### config.mk
export PLATFORM = sky130hd
export DESIGN_NAME = alu_mult_seq
export DESIGN_NICKNAME = d
export VERILOG_FILES = /design/src/rtl/alu_mult_seq.sv
export SDC_FILE = /design/constraint.sdc
export NUM_CORES = 1
export LEC_CHECK = 0
export CAP_MARGIN = 20
export CORE_ASPECT_RATIO = 1.1
export CORE_UTILIZATION = 50
export CTS_BUF_LIST = sky130_fd_sc_hd__clkbuf_8 sky130_fd_sc_hd__clkbuf_16
export DETAILED_ROUTE_END_ITERATION = 10
export GPL_ROUTABILITY_DRIVEN = 1
export HOLD_SLACK_MARGIN = 0.12
export PLACE_DENSITY = 0.83
export REMOVE_ABC_BUFFERS = 1
export SLEW_MARGIN = 5
export SYNTH_ARGS = -nofsm -noshare
export SYNTH_HDL_FRONTEND = slang
export SYNTH_SLANG_ARGS = --single-unit
### constraint.sdc
create_clock -name clk -period 5.69 [get_ports clk]
set_input_delay 1.138 -clock clk [delete_from_list [all_inputs] [get_ports clk]]
set_output_delay 1.138 -clock clk [all_outputs]
set_load 0.01 [all_outputs]
### src/rtl/alu_mult_seq.sv
// Radix-2 shift-add 16x16->32 multiply sequencer that borrows the shared ALU.
// Optional signed support is enabled by defining SIGNED_MULT_EN.
module alu_mult_seq #(
  parameter logic [2:0] OP_ADD = 3'b100,
  parameter int         CNT_W  = 5
) (
  input  logic        clk,
  input  logic        rst,
  input  logic        start,
  input  logic [15:0] a,
  input  logic [15:0] b,
  input  logic        signed_op,
  output logic        busy,
  output logic        done,
  output logic [31:0] product,
  output logic [15:0] alu_a,
  output logic [15:0] alu_b,
  output logic [2:0]  alu_op,
  output logic        alu_cin,
  output logic        alu_inva,
  output logic        alu_invb,
  output logic        alu_sign,
  input  logic [15:0] alu_out,
  input  logic        alu_ofl
);

  typedef enum logic [1:0] {S_IDLE = 2'd0, S_RUN = 2'd1, S_DONE = 2'd2} state_t;

  localparam logic [CNT_W-1:0] CNT_LAST = CNT_W'(15);
  localparam logic [CNT_W-1:0] CNT_ONE  = CNT_W'(1);

  state_t           state;
  logic [15:0]      mcand;
  logic [15:0]      hi;
  logic [15:0]      lo;
  logic [CNT_W-1:0] cnt;
  logic             sgn;
  logic             sgn_req;
  logic             ins;
  logic             last;

`ifdef SIGNED_MULT_EN
  assign sgn_req = signed_op;
`else
  assign sgn_req = signed_op & 1'b0;
`endif

  assign last = (cnt == CNT_LAST);

  // With a signed sum the true 17th bit is the result sign corrected by overflow.
  always_comb begin
    ins = alu_ofl;
    if (sgn) begin
      ins = alu_out[15] ^ alu_ofl;
    end else begin
      ins = alu_ofl;
    end
  end

  // ALU operand/control drive; the final signed step subtracts (MSB has negative weight).
  always_comb begin
    alu_a    = 16'h0000;
    alu_b    = 16'h0000;
    alu_op   = OP_ADD;
    alu_cin  = 1'b0;
    alu_inva = 1'b0;
    alu_invb = 1'b0;
    alu_sign = 1'b0;
    if (state == S_RUN) begin
      alu_a    = hi;
      alu_sign = sgn;
      if (lo[0]) begin
        alu_b = mcand;
        if (sgn && last) begin
          alu_invb = 1'b1;
          alu_cin  = 1'b1;
        end else begin
          alu_invb = 1'b0;
          alu_cin  = 1'b0;
        end
      end else begin
        alu_b = 16'h0000;
      end
    end else begin
      alu_a = 16'h0000;
    end
  end

  // Sequencer state, datapath registers and registered status outputs.
  always_ff @(posedge clk or posedge rst) begin
    if (rst) begin
      state   <= S_IDLE;
      busy    <= 1'b0;
      done    <= 1'b0;
      product <= 32'h0000_0000;
      hi      <= 16'h0000;
      lo      <= 16'h0000;
      mcand   <= 16'h0000;
      cnt     <= '0;
      sgn     <= 1'b0;
    end else begin
      case (state)
        S_IDLE: begin
          done <= 1'b0;
          if (start) begin
            mcand <= a;
            lo    <= b;
            hi    <= 16'h0000;
            cnt   <= '0;
            sgn   <= sgn_req;
            busy  <= 1'b1;
            state <= S_RUN;
          end
        end
        S_RUN: begin
          {hi, lo} <= {ins, alu_out, lo[15:1]};
          cnt      <= cnt + CNT_ONE;
          if (last) begin
            product <= {ins, alu_out, lo[15:1]};
            busy    <= 1'b0;
            done    <= 1'b1;
            state   <= S_DONE;
          end
        end
        S_DONE: begin
          done  <= 1'b0;
          busy  <= 1'b0;
          state <= S_IDLE;
        end
        default: begin
          done  <= 1'b0;
          busy  <= 1'b0;
          state <= S_IDLE;
        end
      endcase
    end
  end

endmodule

==> metrics.txt <==
WP depth=3; Startpoint Class=register; RSZ-0062 raised after global routing=no; Placed Cells=506; wirelength, routed=roughly 8000 um; post-route cell area=5340 sq um; Die X=86.7 um; CP Capture Point=alu_b[3]; commonest cells after routing, fill and taps aside=clkdlybuf4s50_1, dfrtp_1, mux2_4, mux2_2, o21ai_0; PostCTS Resize Cnt=0; slew margin rel.=0.328; CP Data Arrival Time=about 2800 ps; post-synthesis register bit count=88; CTS tree=yes; Critical Path Start=state[1]; post-synthesis cell count=306; Final setup viols=0; Clock Latency Late Sink=340 ps; Clock Tree Buf Depth=2; R2R Setup Slk=~2900 ps; largest cells by area after synthesis=dfrtp_1, mux2_4, mux2_2; Synth top area share=0.558; register area share after synthesis=0.558; most common cell after layout, fill and taps aside=clkdlybuf4s50_1; Worst Tran Pin Value=1010 ps; Core Rows=33; Pleak=roughly 2.5 nW; CTS sink cnt=88; layout cells sized above 1=0.167; GR Util All Layers=0.207; worst-path cell chain=and2b_2 > and3_1 > clkdlybuf4s50_1; Pwr Total=between 2 and 3 mW; maximum number of pins on one net before global-route repair=89; pwr dens=522 nW/um^2; drt wl/cell=between 15 and 20 um; final core utilization=0.706; die area=8250 sq um; Core ar.=7560 sq um; multi-input logic area=1560 sq um; filler instances=579; ant diodes=0; drt pass-1 iters=4; Required @ worst endpoint=4550 ps; number of global-route vias before repair=2734; Slowest Stage Delay on Critical Path=1010 ps; delay-heaviest family, CP=simple AND/OR/NAND/NOR gates; CP Capture Type=output pin; post-layout min period=3950 ps; Synth area leader=dfrtp_1; setup bufs post-CTS=0; Post-Syn Area=3950 sq um; Fin. Hold Viols=0; status=complete, no violations; GRT overflow=0; Tcrit/Tclk final=0.694; I/O pin cnt=126; via count=roughly 2800; setup_tns=0 ps; Placement Setup Slack=2100 ps; CTS H-tree depth=3; PnR worst setup slack=1740 ps; GPL Wtd Cong=between 0.7 and 0.8; Fmax=253 MHz; worst-path fanout max=62; Worst R2R End=product[22]; clk slew on worst S/H paths=80 ps; nets=~470; Vias per Instance=5.30; Hold Buf Count CTS=0; drc violations=0; CTS buffer count=9; Hold Worst Slack=494 ps; Final Slew Violations=0; antenna viol nets, final=0; first-pass GRT wire length=around 13000 um; Synth warnings=0; area grow syn2layout=35.2%; initial DRC count=134; final cell count without fillers=523; maximum vdd drop=~0.27 mV; Root Driver=clkbuf_8; R2R depth=3; worst r2r src=state[1]; Netlist cell types=28; clock skew=12.5 ps; Crit Path Class=register to output pin; syn_area_per_cell=12.9 sq um; placed inst area=approximately 5000 sq um; Die Ht=95.2 um; Min-Delay Path Class=register to register; WP buf/inv=1; Worst path slowest cell=and2b_2; max-cap viol count=0; port bufs=117; antenna violations before repair=0; Reg area=2200 sq um; Initial Utilization=0.522; Post-DP HPWL=around 5200 um
-- report_power, final --
group,internal [mW],switching [mW]
Clock,0.213,0.211
Sequential,0.913,0.178
Combinational,0.777,0.490
-- cell families (layout without fill, tap and decap cells) --
group | after synthesis | count (layout) | share of synthesized area
fa+ha+maj | 2 | 2 | 0.00634
flops | 88 | 88 | 0.558
buf+inv | 33 | 140 | 0.0507
simple gates | 68 | 68 | 0.109
mux | 50 | 50 | 0.170
other cells | 2 | 7 | 0.00190
compound gates | 63 | 63 | 0.104
-- cells in the mapped netlist --
| cell type | instances |
|---|---|
| dfrtp_1 | 88 |
| mux2_4 | 29 |
| mux2_2 | 19 |
| o21ai_0 | 18 |
| a21oi_1 | 17 |
| a22o_1 | 17 |
| and3_1 | 17 |
| and2_1 | 16 |
| buf_4 | 11 |
| clkbuf_1 | 10 |
| nand2_1 | 10 |
| nor2b_1 | 10 |
| a22oi_1 | 9 |
| and3b_1 | 7 |
| buf_2 | 4 |
| buf_6 | 4 |
| inv_1 | 4 |
| conb_1 | 2 |
| ha_1 | 2 |
| mux2i_1 | 2 |
| nand2b_1 | 2 |
| nor2_1 | 2 |
| and2b_1 | 1 |
| nand2_4 | 1 |
| nand4_1 | 1 |
| nor3b_4 | 1 |
| o21bai_1 | 1 |
| o21bai_2 | 1 |
-- state kept, by name, summed over array words and instances, names as in the netlist --
name     count
product     32
hi          16
lo          16
mcand       16
cnt          5
state        2
done         1
-- routing by layer --
layer | track usage | vias up | share of wire
met1 | 0.269 | 1377 | 0.44
met4 | 0.0903 | 0 | 0.020
met3 | 0.0459 | 13 | 0.058
li1 | - | 1277 | -
met2 | 0.333 | 103 | 0.48
met5 | 0 | - | 0
-- worst min-delay path by stage --
stage / startpoint / end / slack (ps) / depth (start not counted)
2_1_floorplan: cnt[3] / cnt[3] / 440 / 1
4_1_cts: cnt[2] / cnt[2] / 500 / 1
5_1_grt: hi[3] / hi[3] / 520 / 1
6_report: cnt[4] / cnt[4] / 490 / 2
3_5_place_dp: cnt[4] / cnt[4] / 480 / 2
3_3_place_gp: cnt[3] / cnt[3] / 460 / 1
-- worst min-delay path, stage by stage, from the launching register on --
cell and delay (ps):
dfrtp_1 350, nand2_1 50, o21ai_0 60
-- area by class of cell --
class,count,share of cell area
Timing Repair Buffer,120,0.229
Multi-Input combinational cell,190,0.293
Clock inverter,6,0.0115
Clock buffer,10,0.0258
Sequential cell,88,0.413
Inverter,4,0.00328
Tap cell,105,0.0246
Power figures use the tool's default switching activity.
